**src/rtl/controle_relogio.sv**
```systemverilog
// controle_relogio: run/set sequencing controller for the digital clock counter chain.
// Optional feature macro: CONTROLE_RELOGIO_BLINK_EN (blink toggle flop built when defined).
// Parameters: HOLD_CYCLES   - clk cycles btn_inc must stay high before auto-repeat starts
//             REPEAT_CYCLES - clk cycles between auto-repeat pulses
//             TIMEOUT_TICKS - tick_1hz pulses without button activity before set mode aborts
// Ports: clk, rst (sync, active-low), tick_1hz, btn_mode, btn_inc, carry_seg, carry_min (in);
//        en_seg, en_min, en_hor, clr_seg, modo[1:0], blink (out).
module controle_relogio #(
    parameter int HOLD_CYCLES   = 50_000_000,
    parameter int REPEAT_CYCLES = 12_500_000,
    parameter int TIMEOUT_TICKS = 30
) (
    input  logic       clk,
    input  logic       rst,
    input  logic       tick_1hz,
    input  logic       btn_mode,
    input  logic       btn_inc,
    input  logic       carry_seg,
    input  logic       carry_min,
    output logic       en_seg,
    output logic       en_min,
    output logic       en_hor,
    output logic       clr_seg,
    output logic [1:0] modo,
    output logic       blink
);
    typedef enum logic [1:0] {RUN = 2'b00, SET_HOR = 2'b01, SET_MIN = 2'b10} state_t;

    localparam int HW = $clog2(HOLD_CYCLES + 1);
    localparam int RW = $clog2(REPEAT_CYCLES + 1);
    localparam int TW = $clog2(TIMEOUT_TICKS + 1);

    state_t        state, next_state;
    logic [HW-1:0] hold_cnt;
    logic [RW-1:0] rep_cnt;
    logic [TW-1:0] timeout_cnt;
    logic          mode_prev, inc_prev, inc_pulse;
    logic          mode_rise, inc_rise, in_set, timed_out, auto_hit, pulse_next;

    always_comb begin
        mode_rise  = btn_mode & ~mode_prev;
        inc_rise   = btn_inc & ~inc_prev;
        in_set     = state != RUN;
        timed_out  = in_set && timeout_cnt == TW'(TIMEOUT_TICKS);
        next_state = mode_rise ? (state == RUN ? SET_HOR : state == SET_HOR ? SET_MIN : RUN)
                   : timed_out ? RUN : state;
        // hold_cnt parks at HOLD_CYCLES once the first repeat has fired; rep_cnt then paces the rest
        auto_hit   = btn_inc && (hold_cnt == HW'(HOLD_CYCLES - 1) ||
                     (hold_cnt == HW'(HOLD_CYCLES) && rep_cnt == RW'(REPEAT_CYCLES - 1)));
        // an increment coinciding with any state change is dropped
        pulse_next = in_set && next_state == state && (inc_rise || auto_hit);
    end

    always_ff @(posedge clk) begin
        if (!rst) begin
            state       <= RUN;
            mode_prev   <= 1'b1;
            inc_prev    <= 1'b1;
            inc_pulse   <= 1'b0;
            clr_seg     <= 1'b0;
            hold_cnt    <= '0;
            rep_cnt     <= '0;
            timeout_cnt <= '0;
        end else begin
            state       <= next_state;
            mode_prev   <= btn_mode;
            inc_prev    <= btn_inc;
            inc_pulse   <= pulse_next;
            clr_seg     <= in_set && next_state == RUN;
            hold_cnt    <= !btn_inc ? '0 : hold_cnt == HW'(HOLD_CYCLES) ? hold_cnt : hold_cnt + 1'b1;
            rep_cnt     <= (!btn_inc || hold_cnt != HW'(HOLD_CYCLES) || rep_cnt == RW'(REPEAT_CYCLES - 1))
                           ? '0 : rep_cnt + 1'b1;
            timeout_cnt <= (next_state == RUN || next_state != state || inc_pulse) ? '0
                         : timeout_cnt + TW'(tick_1hz);
        end
    end

`ifdef CONTROLE_RELOGIO_BLINK_EN
    // cleared together with the increment pulse so the field is visible while it changes
    always_ff @(posedge clk) begin
        if (!rst)
            blink <= 1'b0;
        else
            blink <= (next_state == RUN || next_state != state || pulse_next) ? 1'b0 : blink ^ tick_1hz;
    end
`else
    assign blink = 1'b0;
`endif

    assign modo   = state;
    assign en_seg = tick_1hz & (state == RUN);
    assign en_min = state == RUN ? carry_seg : (state == SET_MIN) & inc_pulse;
    assign en_hor = state == RUN ? carry_min : (state == SET_HOR) & inc_pulse;
endmodule

```
**config.mk**
```make
export PLATFORM = sky130hd
export DESIGN_NAME = controle_relogio
export DESIGN_NICKNAME = d
export VERILOG_FILES = /design/src/rtl/controle_relogio.sv
export SDC_FILE = /design/constraint.sdc
export NUM_CORES = 1
export LEC_CHECK = 0
export ABC_AREA = 1
export BUFFER_PORTS_ARGS = -buffer_cell sky130_fd_sc_hd__buf_2
export CAP_MARGIN = 5
export CELL_PAD_IN_SITES_DETAIL_PLACEMENT = 0
export CELL_PAD_IN_SITES_GLOBAL_PLACEMENT = 1
export CORE_AREA = 4 4 99 101
export CTS_CLUSTER_SIZE = 24
export DETAILED_ROUTE_END_ITERATION = 6
export DIE_AREA = 0 0 103 105
export GPL_ROUTABILITY_DRIVEN = 1
export PLACE_DENSITY = 0.71
export SYNTH_ARGS = -nofsm -noshare
export SYNTH_HDL_FRONTEND = slang
export SYNTH_SLANG_ARGS = --single-unit
```
**constraint.sdc**
```tcl
create_clock -name clk -period 4.7 [get_ports clk]
set_input_delay 0.94 -clock clk [delete_from_list [all_inputs] [get_ports clk]]
set_output_delay 0.94 -clock clk [all_outputs]
set_load 0.05 [all_outputs]
```
# --- After elaboration in Yosys (flattened, before gate mapping) ---
# Cells that the tools add are included.
totals:
  ff_bits: 61
  wordCells: 53
  output_inout_bits: 7
  in_bits: 7
classes:
  bitwise: 8
  n_eq_ne: 9
  n_addsub: 3
  reduce_logical: 19
  muxes: 6
op_table:
  columns: ["cell", "n"]
  rows:
  - ["$eq 26x26->1 const B", 2]
  - ["$add 26x1->26 const B", 1]
  - ["$ne 26x26->1 const B", 1]
  - ["$add 24x1->24 const B", 1]
  - ["$eq 24x24->1 const B", 1]
  - ["$mux 2", 4]
  - ["$logic_and 1x1->1", 6]
  - ["$logic_or 1x1->1", 6]
  - ["$add 5x1->5", 1]
  - ["$and 1x1->1", 5]
  - ["$eq 5x5->1 const B", 1]
  - ["$logic_not 2->1", 2]
  - ["$reduce_or 2->1", 2]
  - ["$not 1->1", 3]
  - ["$eq 2x1->1 const B", 1]
  - ["$eq 2x2->1", 1]
  - ["$eq 2x2->1 const B", 1]
  - ["$mux 1", 2]
  - ["$ne 2x2->1", 1]
  - ["$reduce_and 2->1", 1]
  - ["$reduce_bool 2->1", 1]
  - ["$logic_not 1->1", 1]

# --- Logic depth before layout (Yosys ltp) ---
depth:
  depth_word: 8
  mapped_depth: 11
  mapped_depth_nobuf: 10

# --- Worst setup path before layout ---
# OpenSTA, ideal clock, no wires.
synth_timing:
  kind: "input to output"
  start: "in carry_seg"
  end: "out en_min"
  path_buffers: 0
  setup_slack_ps: 1614
  t_arrival_ps: 2146
  cell_stages: 2
  t_required_ps: 3760
  path_cell_list: "nor2_1 > a211oi_1"
synth_between:
  elab_chain_len: 1
synth_lines:
  columns: ["item", "line_no", "rtl"]
  rows:
  - ["from (decl)", "18", "input logic carry_seg,"]
  - ["$mux 1", "92", "assign en_min = state == RUN ? carry_seg : (state == SET_MIN) & inc_pulse;"]
  - ["to (decl)", "21", "output logic en_min,"]
# Every way passes these cells.

# --- Worst setup path after layout ---
layout_timing:
  start: "in rst"
  end: "reg rep_cnt[16]"
layout_between:
  elab_chain_len: 2
layout_lines:
  columns: ["item", "line_no", "rtl"]
  rows:
  - ["from (decl)", "14", "input logic rst,"]
  - ["$not 1->1 (no source line)", null, null]
  - ["$reduce_or 2->1 (no source line)", null, null]
  - ["to (signal assigned)", "71", "rep_cnt <= (!btn_inc || hold_cnt != HW'(HOLD_CYCLES) || rep_cnt == RW'(REPEAT_CYCLES - 1))"]
  - ["to (decl)", "35", "logic [RW-1:0] rep_cnt;"]
# Every way passes these cells.
# A chain may end at the register's enable or synchronous reset.

==> out/summary.txt <==
Die height = 105 um
Post-synth top cells = nand2_1 (101), nor2_1 (82), dfxtp_1 (61), inv_1 (59), nand3_1 (32)
Row count = 35
Sequential share of the synthesized area = 38.53%
All-layer global routing usage = 13.38%
Hold Crit Depth = 1
Min-Delay Path Class = reg -> reg
Max VDD drop = 0.1518 mV
Worst-path clk slew = 0.07 ns
CTS tree = done
Reg2reg path depth = 10
Met3 Usage GRT = 3.672%
Fin. Hold Viols = 0
Largest net degree at the start of global routing = 20
Clk root buf = clkbuf_8
DR pass1 iterations = 5
Final wirelength = 6639 um
CP max FO = 19
NumNets Final = 487
Pleak = 0.001184 uW
Avg WL per Cell = 11.23 um
Unique masters post-synth = 32
R2R Path End = hold_cnt[20]
Place WS = 1.847 ns
Fraction of registers with async set/reset = 0%
Busiest layer in global routing = met2
Minimum clock period = 2.454 ns
Io pins = 14
Met2 usage in global routing = 20.94%
Rel. slew slack = 63.57%
Worst Setup Path Type = in -> reg
Drt drc = 0
Vias per cell = 4.618
Die width = 103 um
Initial cell density of the core = 35.13%
FMAX = 407.5 MHz
Yosys Warn Count = 0
Die area = 0.01082 mm2
Max-slew violations = 0
GPL Wtd Cong = 0.7840
Initial DRC count = 100
Final ANT Viol Nets = 0
# Max-Cap Violations = 0
Post-CTS Resized = 0
Total Power = 1024 uW
CP Launch Type = input port
Fin Setup TNS = 0 ns
Buffers on Ports = 12
Post-CTS setup buffer count = 0
Initial antenna violation count = 0
Overflow after GRT = 0
Layout cells sized above 1 = 10.42%
Sink Count = 61
Req. time, crit path = 4.91 ns
Synthesized instance count = 457
FF-to-FF setup slack = 2.78 ns
Worst-margin pin slew = 0.5431 ns
First-pass GRT wire length = 11,730 um
Hold_sp = rep_cnt[0]
Reg-to-reg critical path startpoint = hold_cnt[0]
Setup Skew = 0.008517 ns
Dpl hpwl = 4982 um
Vias in the first global route = 2,637
Final worst path period share = 52.21%
Status = complete, no violations
Util after Layout = 39.00%
Ys flop type = dfxtp_1
Post-route setup slack = 2.246 ns
Layout area overhead = 11.01%
Worst path arrival time = 2.67 ns
Most frequent cell after synthesis = nand2_1
# hold bufs at CTS = 0
CP endpoint kind = register
TritonCTS buffer count = 9
Yosys top cell area share = 38.53%
Post-Syn Nets = 469
Flops & latches, synth = 61
Dominant cell type by area after synthesis = dfxtp_1
Global Route met1 Usage = 17.62%
RSZ-0062 raised after global routing = false
Diode count = 0
CTS Buffer Depth = 2
Pwr Density = 291.0 mW/mm2
Hold path endpoint = rep_cnt[0]
Post-Syn Area = 0.003169 mm2
Core box area = 0.009021 mm2
Top cells by area, synth = dfxtp_1 (39%), nand2_1 (12%), nor2_1 (9.7%)
Syn avg cell area = 6.935 um2
Htree depth = 3
Skew-Pair Late Insertion Delay = 0.33 ns
Via count = 2,729
Post-synth EDFFs = 0
Final setup fails = 0
==> state kept, by name (all words and copies together), names as in the netlist <==
signal,cells
hold_cnt,26
rep_cnt,24
timeout_cnt,5
modo,2
clr_seg,1
inc_prev,1
inc_pulse,1
mode_prev,1
==> layout by cell type (no fill, tap or decap), drive strengths merged <==
cell type / synthesis / final
xnor2: 8 / 8
inv: 64 / 64
a211oi: 1 / 1
nor3b: 2 / 2
dfxtp: 61 / 61
clkinvlp: 0 / 1
bufinv: 0 / 1
nor3: 11 / 11
a31oi: 1 / 1
o21ai: 15 / 15
nand4: 11 / 11
xor2: 11 / 11
conb: 1 / 1
clkbuf: 2 / 12
a21oi: 23 / 23
o21bai: 2 / 2
clkinv: 1 / 3
buf: 3 / 12
nand3b: 1 / 1
nand3: 34 / 34
nor2: 97 / 97
o21a: 1 / 1
nand2: 102 / 102
ha: 5 / 5
==> where the power goes <==
part           switching, uW  total [uW]  internal [uW]  leakage, uW
clock network            200         458            258    0.0000964
registers               2.79         523            520     0.000492
logic                   31.8        42.7           10.9     0.000595
total                    234        1020            789      0.00118
==> layout make-up <==
type,instances,area [um2]
fill,983,5503
multi-input combinational,326,1659
sequential,61,1221
inverter,65,246.5
clock buffer,12,145.1
tap,111,138.9
timing repair buffer,12,60.06
clock inverter,4,47.55
==> logic make-up (layout without fill, tap and decap cells) <==
logic type	Yosys count	after routing	share of synthesized area [%]
AOI/OAI and AO/OA	43	43	7.146
xor gates and xnor gates	19	19	5.251
adders and majority gates	5	5	1.974
buffers and inverters	70	93	9.119
DFF	61	61	38.53
other	1	1	0.1183
and+or+nand+nor	258	258	37.86
==> worst max-delay path: stages <==
cell and delay (ns):
buf_2 0.13, nand2_1 0.30, clkinv_1 0.55, nand3_4 0.30
nor2_8 0.07, inv_4 0.27, nor2_1 0.08
==> how the worst max path moves through the flow <==
stage                          from           to  slack (ns)  cells after the start
final                           rst  rep_cnt[16]        2.25                      7
after global routing            rst   rep_cnt[1]        2.06                      7
after CTS                       rst  rep_cnt[16]        2.20                      7
after detailed placement        rst  rep_cnt[16]        1.85                      7
after global placement          rst  rep_cnt[16]        1.88                      7
after floorplan           carry_seg       en_min        1.61                      2
==> per-stage QoR <==
stage          hold slack [ns]  cells  cell area (um2)
2_1_floorplan           0.4173    457             3169
3_3_place_gp            0.4289    575             3326
3_5_place_dp            0.4432    575             3326
4_1_cts                 0.4538    591             3518
5_1_grt                 0.4939    591             3518
6_report                0.4507    591             3518
==> metal layers <==
metal | vias up | wire, um
met1 | 1216 | 3276
met4 | 0 | 59
met2 | 36 | 3091
li1 | 1471 | -
met5 | - | 0
met3 | 6 | 212
(Power assumes the default switching activity.)
